File: config.mk
export PLATFORM = sky130hd
export DESIGN_NAME = sd_block_read_controller_flat
export DESIGN_NICKNAME = d
export VERILOG_FILES = /design/src/rtl/sd_block_read_controller_if.sv /design/src/rtl/sd_block_read_controller.sv /design/src/flat_wrapper.sv
export SDC_FILE = /design/constraint.sdc
export NUM_CORES = 1
export LEC_CHECK = 0
export ABC_CLOCK_PERIOD_IN_PS = 2800
export CAP_MARGIN = 20
export CORE_ASPECT_RATIO = 1.1
export CORE_UTILIZATION = 40
export DETAILED_ROUTE_END_ITERATION = 10
export GPL_ROUTABILITY_DRIVEN = 0
export GPL_TIMING_DRIVEN = 0
export SETUP_SLACK_MARGIN = 0.5
export SLEW_MARGIN = 20
export SYNTH_ARGS = -nofsm -noshare
export SYNTH_HDL_FRONTEND = slang
export SYNTH_SLANG_ARGS = --single-unit
File: constraint.sdc
create_clock -name clk -period 2.8 [get_ports clk]
set_input_delay 0.56 -clock clk [delete_from_list [all_inputs] [get_ports clk]]
set_output_delay 0.56 -clock clk [all_outputs]
set_load 0.02 [all_outputs]
File: src/rtl/sd_block_read_controller_if.sv
// Bundles the asset-loader request/status signals and the SD SPI pins for
// sd_block_read_controller.
//   start, addr       : block read request and block address
//   busy              : transaction in progress
//   data_out, data_valid : received data byte and its one-cycle strobe
//   done, error       : one-cycle completion / failure pulses
//   err_code          : cause of the last failure (0 R1 timeout, 1 R1 reject,
//                       2 token error/timeout, 3 CRC mismatch)
//   card_do           : card data out (MISO)
//   card_di, cs       : card data in (MOSI) and active-low chip select
// Modports: master = the controller (it drives the SPI bus),
//           slave  = the environment (loader plus card).
interface sd_block_read_controller_if;
  logic        start;
  logic [31:0] addr;
  logic        card_do;
  logic        card_di;
  logic        cs;
  logic        busy;
  logic [7:0]  data_out;
  logic        data_valid;
  logic        done;
  logic        error;
  logic [1:0]  err_code;

  modport master (
    input  start, addr, card_do,
    output card_di, cs, busy, data_out, data_valid, done, error, err_code
  );

  modport slave (
    output start, addr, card_do,
    input  card_di, cs, busy, data_out, data_valid, done, error, err_code
  );
endinterface

File: src/rtl/sd_block_read_controller.sv
// Single-block read (CMD17) sequencer for an SD card on the SPI bus.
// Sends the 48-bit command, checks R1, hunts for the 0xFE start token, then
// streams BLOCK_BYTES data bytes and the 16-bit CRC.
// Ports:
//   clk : SD SCLK; all state changes on the falling edge
//   rst : asynchronous active-high reset
//   bus : sd_block_read_controller_if.master (request, status, SPI pins)
// Optional feature: define SD_READ_CRC_CHECK_EN to check the data CRC16-CCITT
// (poly 0x1021, init 0) and fail with err_code 3 on mismatch. Without it the
// CRC bits are clocked in and dropped.
module sd_block_read_controller #(
  parameter int unsigned R1_TIMEOUT    = 16,
  parameter int unsigned TOKEN_TIMEOUT = 4096,
  parameter int unsigned BLOCK_BYTES   = 512
) (
  input logic                        clk,
  input logic                        rst,
  sd_block_read_controller_if.master bus
);

  localparam int unsigned WaitMax = (TOKEN_TIMEOUT > R1_TIMEOUT) ? TOKEN_TIMEOUT : R1_TIMEOUT;
  // One shared counter covers command bits, R1 wait, token wait, CRC bits and tail.
  localparam int unsigned CntW = $clog2(WaitMax + 64);

  localparam logic [CntW-1:0] CmdLast  = CntW'(47);
  localparam logic [CntW-1:0] CrcLast  = CntW'(15);
  localparam logic [CntW-1:0] TailLast = CntW'(7);
  localparam logic [CntW-1:0] R1Last   = CntW'(R1_TIMEOUT - 1);
  localparam logic [CntW-1:0] TokLast  = CntW'(TOKEN_TIMEOUT - 1);
  localparam logic [9:0]      LastByte = 10'(BLOCK_BYTES - 1);

  typedef enum logic [3:0] {
    StIdle, StSendCmd, StWaitR1, StRecvR1, StWaitToken, StRecvData, StRecvCrc, StFinish, StFail
  } state_e;

  state_e          state_q;
  logic [47:0]     cmd_q;
  logic [6:0]      rx_q;
  logic [2:0]      bit_cnt_q;
  logic [9:0]      byte_cnt_q;
  logic [CntW-1:0] cnt_q;
  logic            cs_q, di_q, busy_q, data_valid_q, done_q, error_q;
  logic [7:0]      data_out_q;
  logic [1:0]      err_code_q;
  logic [7:0]      rx_byte;
`ifdef SD_READ_CRC_CHECK_EN
  logic [15:0]     crc_q;
  logic [15:0]     crc_rx_q;
  logic            crc_fb;
  assign crc_fb = crc_q[15] ^ bus.card_do;
`endif

  // Byte completed by the bit arriving on this edge.
  assign rx_byte = {rx_q, bus.card_do};

  always_ff @(negedge clk or posedge rst) begin
    if (rst) begin
      state_q      <= StIdle;
      cmd_q        <= '0;
      rx_q         <= '0;
      bit_cnt_q    <= '0;
      byte_cnt_q   <= '0;
      cnt_q        <= '0;
      cs_q         <= 1'b1;
      di_q         <= 1'b1;
      busy_q       <= 1'b0;
      data_out_q   <= '0;
      data_valid_q <= 1'b0;
      done_q       <= 1'b0;
      error_q      <= 1'b0;
      err_code_q   <= '0;
`ifdef SD_READ_CRC_CHECK_EN
      crc_q        <= '0;
      crc_rx_q     <= '0;
`endif
    end else begin
      data_valid_q <= 1'b0;
      done_q       <= 1'b0;
      error_q      <= 1'b0;
      unique case (state_q)
        StIdle: begin
          cs_q <= 1'b1;
          di_q <= 1'b1;
          if (bus.start) begin
            cmd_q      <= {8'h51, bus.addr, 8'hFF};
            err_code_q <= '0;
            busy_q     <= 1'b1;
            cnt_q      <= '0;
            bit_cnt_q  <= '0;
            byte_cnt_q <= '0;
`ifdef SD_READ_CRC_CHECK_EN
            crc_q      <= '0;
`endif
            state_q    <= StSendCmd;
          end
        end
        StSendCmd: begin
          cs_q  <= 1'b0;
          di_q  <= cmd_q[47];
          cmd_q <= {cmd_q[46:0], 1'b1};
          if (cnt_q == CmdLast) begin
            cnt_q   <= '0;
            state_q <= StWaitR1;
          end else begin
            cnt_q <= cnt_q + 1'b1;
          end
        end
        StWaitR1: begin
          di_q <= 1'b1;
          if (!bus.card_do) begin
            // The start bit is R1[7]; it lands in rx_q as a leading zero.
            rx_q      <= '0;
            bit_cnt_q <= '0;
            cnt_q     <= '0;
            state_q   <= StRecvR1;
          end else if (cnt_q == R1Last) begin
            cs_q       <= 1'b1;
            cnt_q      <= '0;
            err_code_q <= 2'd0;
            state_q    <= StFail;
          end else begin
            cnt_q <= cnt_q + 1'b1;
          end
        end
        StRecvR1: begin
          rx_q <= rx_byte[6:0];
          if (bit_cnt_q == 3'd6) begin
            bit_cnt_q <= '0;
            cnt_q     <= '0;
            if (rx_byte == 8'h00) begin
              state_q <= StWaitToken;
            end else begin
              cs_q       <= 1'b1;
              err_code_q <= 2'd1;
              state_q    <= StFail;
            end
          end else begin
            bit_cnt_q <= bit_cnt_q + 1'b1;
          end
        end
        StWaitToken: begin
          rx_q      <= rx_byte[6:0];
          bit_cnt_q <= bit_cnt_q + 1'b1;
          if (bit_cnt_q == 3'd7) begin
            if (rx_byte == 8'hFE) begin
              byte_cnt_q <= '0;
              state_q    <= StRecvData;
            end else if (rx_byte == 8'hFF && cnt_q != TokLast) begin
              cnt_q <= cnt_q + 1'b1;
            end else begin
              cs_q       <= 1'b1;
              cnt_q      <= '0;
              err_code_q <= 2'd2;
              state_q    <= StFail;
            end
          end
        end
        StRecvData: begin
          rx_q      <= rx_byte[6:0];
          bit_cnt_q <= bit_cnt_q + 1'b1;
`ifdef SD_READ_CRC_CHECK_EN
          crc_q <= {crc_q[14:0], 1'b0} ^ (crc_fb ? 16'h1021 : 16'h0000);
`endif
          if (bit_cnt_q == 3'd7) begin
            data_out_q   <= rx_byte;
            data_valid_q <= 1'b1;
            if (byte_cnt_q == LastByte) begin
              byte_cnt_q <= '0;
              cnt_q      <= '0;
              state_q    <= StRecvCrc;
            end else begin
              byte_cnt_q <= byte_cnt_q + 1'b1;
            end
          end
        end
        StRecvCrc: begin
`ifdef SD_READ_CRC_CHECK_EN
          crc_rx_q <= {crc_rx_q[14:0], bus.card_do};
`endif
          if (cnt_q == CrcLast) begin
            cnt_q   <= '0;
            cs_q    <= 1'b1;
            di_q    <= 1'b1;
`ifdef SD_READ_CRC_CHECK_EN
            if ({crc_rx_q[14:0], bus.card_do} != crc_q) begin
              err_code_q <= 2'd3;
              state_q    <= StFail;
            end else begin
              state_q <= StFinish;
            end
`else
            state_q <= StFinish;
`endif
          end else begin
            cnt_q <= cnt_q + 1'b1;
          end
        end
        StFinish, StFail: begin
          cs_q <= 1'b1;
          di_q <= 1'b1;
          if (cnt_q == TailLast) begin
            cnt_q   <= '0;
            busy_q  <= 1'b0;
            done_q  <= (state_q == StFinish);
            error_q <= (state_q == StFail);
            state_q <= StIdle;
          end else begin
            cnt_q <= cnt_q + 1'b1;
          end
        end
        default: state_q <= StIdle;
      endcase
    end
  end

  assign bus.cs         = cs_q;
  assign bus.card_di    = di_q;
  assign bus.busy       = busy_q;
  assign bus.data_out   = data_out_q;
  assign bus.data_valid = data_valid_q;
  assign bus.done       = done_q;
  assign bus.error      = error_q;
  assign bus.err_code   = err_code_q;

endmodule
File: src/flat_wrapper.sv
// flat-port wrapper written by rule: the top's interface ports become plain ports
module sd_block_read_controller_flat 
#(
  parameter int unsigned R1_TIMEOUT    = 16,
  parameter int unsigned TOKEN_TIMEOUT = 4096,
  parameter int unsigned BLOCK_BYTES   = 512
)
  (clk, rst, bus_start, bus_addr, bus_card_do, bus_card_di, bus_cs, bus_busy, bus_data_out, bus_data_valid, bus_done, bus_error, bus_err_code);
  sd_block_read_controller_if bus_i ();
  input logic clk;
  input logic rst;
  input wire logic [$bits(bus_i.start)-1:0] bus_start;
  input wire logic [$bits(bus_i.addr)-1:0] bus_addr;
  input wire logic [$bits(bus_i.card_do)-1:0] bus_card_do;
  output wire logic [$bits(bus_i.card_di)-1:0] bus_card_di;
  output wire logic [$bits(bus_i.cs)-1:0] bus_cs;
  output wire logic [$bits(bus_i.busy)-1:0] bus_busy;
  output wire logic [$bits(bus_i.data_out)-1:0] bus_data_out;
  output wire logic [$bits(bus_i.data_valid)-1:0] bus_data_valid;
  output wire logic [$bits(bus_i.done)-1:0] bus_done;
  output wire logic [$bits(bus_i.error)-1:0] bus_error;
  output wire logic [$bits(bus_i.err_code)-1:0] bus_err_code;
  assign bus_i.start = bus_start;
  assign bus_i.addr = bus_addr;
  assign bus_i.card_do = bus_card_do;
  assign bus_card_di = bus_i.card_di;
  assign bus_cs = bus_i.cs;
  assign bus_busy = bus_i.busy;
  assign bus_data_out = bus_i.data_out;
  assign bus_data_valid = bus_i.data_valid;
  assign bus_done = bus_i.done;
  assign bus_error = bus_i.error;
  assign bus_err_code = bus_i.err_code;
  sd_block_read_controller #(.R1_TIMEOUT(R1_TIMEOUT), .TOKEN_TIMEOUT(TOKEN_TIMEOUT), .BLOCK_BYTES(BLOCK_BYTES)) u_core (.clk(clk), .rst(rst), .bus(bus_i));
endmodule
==> results.cfg <==
[power]
post-layout-total-power_mw = 8.18
leakage_power_total_nw = 3.17
ir_worst_vdd_mv = 0.546
p_per_area_nw_per_um2 = 1060

[synthesis]
synth-edff-count = 0
fraction_of_synthesis_flops_using_an_asynchronous_set_or_reset_pin = 1.00
synthesis.area_um2 = 5250
synth.ff_latch_count = 101
synthCells = 559
syn_nets = 600
post_synth.cell_area_avg_um2 = 9.39
ys_top_cells_by_area = sky130_fd_sc_hd__dfrtn_1 (47%), sky130_fd_sc_hd__nand2_1 (7.3%), sky130_fd_sc_hd__a31oi_1 (4.3%), sky130_fd_sc_hd__nor2_1 (3.7%), sky130_fd_sc_hd__o21ai_0 (2.5%)
number_of_synthesis_warnings = 0
post-synth-top-area-cell = sky130_fd_sc_hd__dfrtn_1
synth_top_cell_area_share = 0.472
synth.lib_cells_used.distinct = 67
ys_dominant_reg_cell = sky130_fd_sc_hd__dfrtn_1
yosysSeqAreaShare = 0.482

[final_layout]
postLayoutCoreUtil = 0.607
final_nets = 704
syn_to_final_growth_pct = 46.9
diodes = 0
finalNonFillerCells = 825
share_of_final_layout_standard_cells_stronger_than_drive_strength_1 = 0.310
nFillCells = 1071

[die]
design.portCount = 52
floorplan.core_area_um2 = 12700
dieArea_um2 = 13600
starting_density_of_the_core = 0.413
std_cell_rows = 43
dieHeight_um = 122
die_w_um = 111

[clock_tree]
ctsHoldBuffers = 0
cts-htree-levels = 3
cts.reportedPaths.clkPinSlew_ns = 0.05
ctsLongestPathBuffers = 2
worst_skew_pair.late_latency_ns = 0.40
cts_num_sinks = 101
tritoncts = done
numCtsBuffers = 9
clockRootBuffer = sky130_fd_sc_hd__clkbuf_16

[setup_path]
cp_slowest_stage_delay_ns = 0.41
setup.worst_path.end_class = register
worst-endpoint-required_ns = 1.60
path_class = input port to register
worst_path_buffer_plus_inverter_count = 1
worst_ep_arrival_time_ns = 1.84
worst_path_dominant_cell_family = simple AND/OR/NAND/NOR gates
critical_path.startpoint_type = input port
critical_path.slowest_cell = sky130_fd_sc_hd__or4_4
cp_cell_sequence = buf_12 > or4_4 > o21bai_1 > a22o_1 > nor4_4 > mux2_4
critPathMaxFanout = 3

[global_route]
first_global_vias = 4556
grt_util_all_layers = 0.214
grt_overflow_total = 0
antenna_found_initial = 0
grt_start_max_net_pins = 20
first_pass_grt_wire_length_um = 22700

[outcome]
violated_checks = design-rule violations, negative setup slack
status = complete, but fails checks

[sta]
relSlewSlack = 0.452
setup_total_negative_slack_ns = -4.96
tightestPinTransition_ns = 0.811
final_critical_path_setup_slack_ns = -0.243
setup_viol = 49
timing_max_transition_violations_final = 0
final_hold_viol_count = 0
skew_ns = 0.0545
unrepaired_setup_endpoints_after_global_routing = true

[detailed_routing]
route.detailed.wl_per_inst_um = 17.3
drtAntennaViolNets = 0
via_per_inst = 5.75
totalWireLength_um = 14300
drt_first_iter_violations = 304
drc_errors = 2
detail_route.first_pass.iterations = 7
num_vias = 4741

[placed_design]
place_hpwl_um = 9010
place.port_buffers = 51
placement.setup.worst_slack_ns = -1.46
placed_cells = 770

[hold_path]
timing.hold.worst.class = register to register

[run]
max_cap_violations = 0
## cells by family after synthesis
| logic type | synth area share |
|---|---|
| simple gates | 0.221 |
| flops | 0.482 |
| mux | 0.0310 |
| fa+ha+maj | 0.0119 |
| buf+inv | 0.0419 |
| compound gates | 0.212 |
## registers in the layout, summed over array words and instances (netlist names)
signal / count
u_core.cmd_q: 48
u_core.bus.data_out: 8
u_core.bus.done: 1
u_core.rx_q: 7
u_core.bus.err_code: 2
u_core.bus.data_valid: 1
u_core.byte_cnt_q: 10
u_core.bit_cnt_q: 3
u_core.bus.card_di: 1
u_core.bus.error: 1
u_core.cnt_q: 13
u_core.bus.busy: 1
u_core.bus.cs: 1
u_core.state_q: 4
## path summary, 6_finish.rpt
kind | cells past startpoint | from | slack (ns) | to
max in group asynchronous | 4 | rst | 0.60 | u_core.cmd_q[47]
max reg2reg | 6 | u_core.cnt_q[0] | 0.04 | u_core.bus.err_code[1]
min in group asynchronous | 2 | rst | 1.69 | u_core.bit_cnt_q[0]
min | 1 | u_core.byte_cnt_q[0] | 0.44 | u_core.byte_cnt_q[0]
max | 6 | bus_card_do | -0.24 | u_core.bus.err_code[1]
min reg2reg | 1 | u_core.byte_cnt_q[0] | 0.44 | u_core.byte_cnt_q[0]
## cells in the mapped netlist, drive strengths merged, types with 6 or more instances
cell      n
nand2   102
dfrtn    99
nor2     53
a31oi    36
o21ai    32
clkbuf   25
nand3    14
nor3     14
buf      13
inv      13
a21oi    12
a22o     12
mux2     12
o211ai   12
o22a     10
nand2b    8
o31ai     8
nor2b     7
nand4     6
## routing by layer
metal / routed length [µm] / track usage / vias up
met5: 0 / 0 / -
met4: 303 / 0.0735 / 0
met3: 586 / 0.0507 / 26
met2: 7110 / 0.358 / 107
met1: 6280 / 0.273 / 2366
li1: - / - / 2242
## stage by stage
| step | hold WS [ns] | instance area, µm² |
|---|---|---|
| floorplan | 0.396 | 5480 |
| global placement | 0.421 | 6190 |
| detailed placement | 0.418 | 6260 |
| CTS | 0.424 | 7190 |
| global route | 0.453 | 7710 |
| finish | 0.437 | 7710 |
## what timing repair did
| action | CTS | global route |
|---|---|---|
| pin swaps | 30 | 18 |
| resized for setup | 182 | 64 |
| buffers inserted | 20 | 7 |
| gates cloned | 9 | 2 |
| setup endpoints to repair | 186 | 109 |
## cells in the final DEF (no fill, tap or decap), drive strengths merged, types with 14 or more instances in the layout
master,instances
dfrtn,99
nor3,14
clkbuf,36
nand2,102
buf,70
nand3,14
o21ai,32
a31oi,36
inv,16
clkdlybuf4s50,32
nor2,53
## layout make-up
type / instances / area (µm²) / area share
timing repair inverter: 1 / 5.00 / 0.000649
inverter: 12 / 65.1 / 0.00844
buffer: 38 / 334 / 0.0433
multi-input combinational: 407 / 3180 / 0.412
timing repair buffer: 91 / 1100 / 0.143
sequential: 101 / 2530 / 0.328
tap: 157 / 196 / 0.0255
clock inverter: 6 / 37.5 / 0.00487
clock buffer: 12 / 268 / 0.0347
## power breakdown
| part | switching (mW) | internal [mW] |
|---|---|---|
| clock | 0.579 | 0.692 |
| sequential | 0.268 | 1.91 |
| combinational | 2.58 | 2.15 |
## worst register-to-register path: stages (launching register included)
cell                      delay, ns
sky130_fd_sc_hd__dfrtn_1       0.47
sky130_fd_sc_hd__ha_1          0.28
sky130_fd_sc_hd__or4b_4        0.53
sky130_fd_sc_hd__o41ai_4       0.42
sky130_fd_sc_hd__a21oi_1       0.20
sky130_fd_sc_hd__nor4_4        0.39
sky130_fd_sc_hd__mux2_4        0.33
Power figures use the tool's default switching activity.
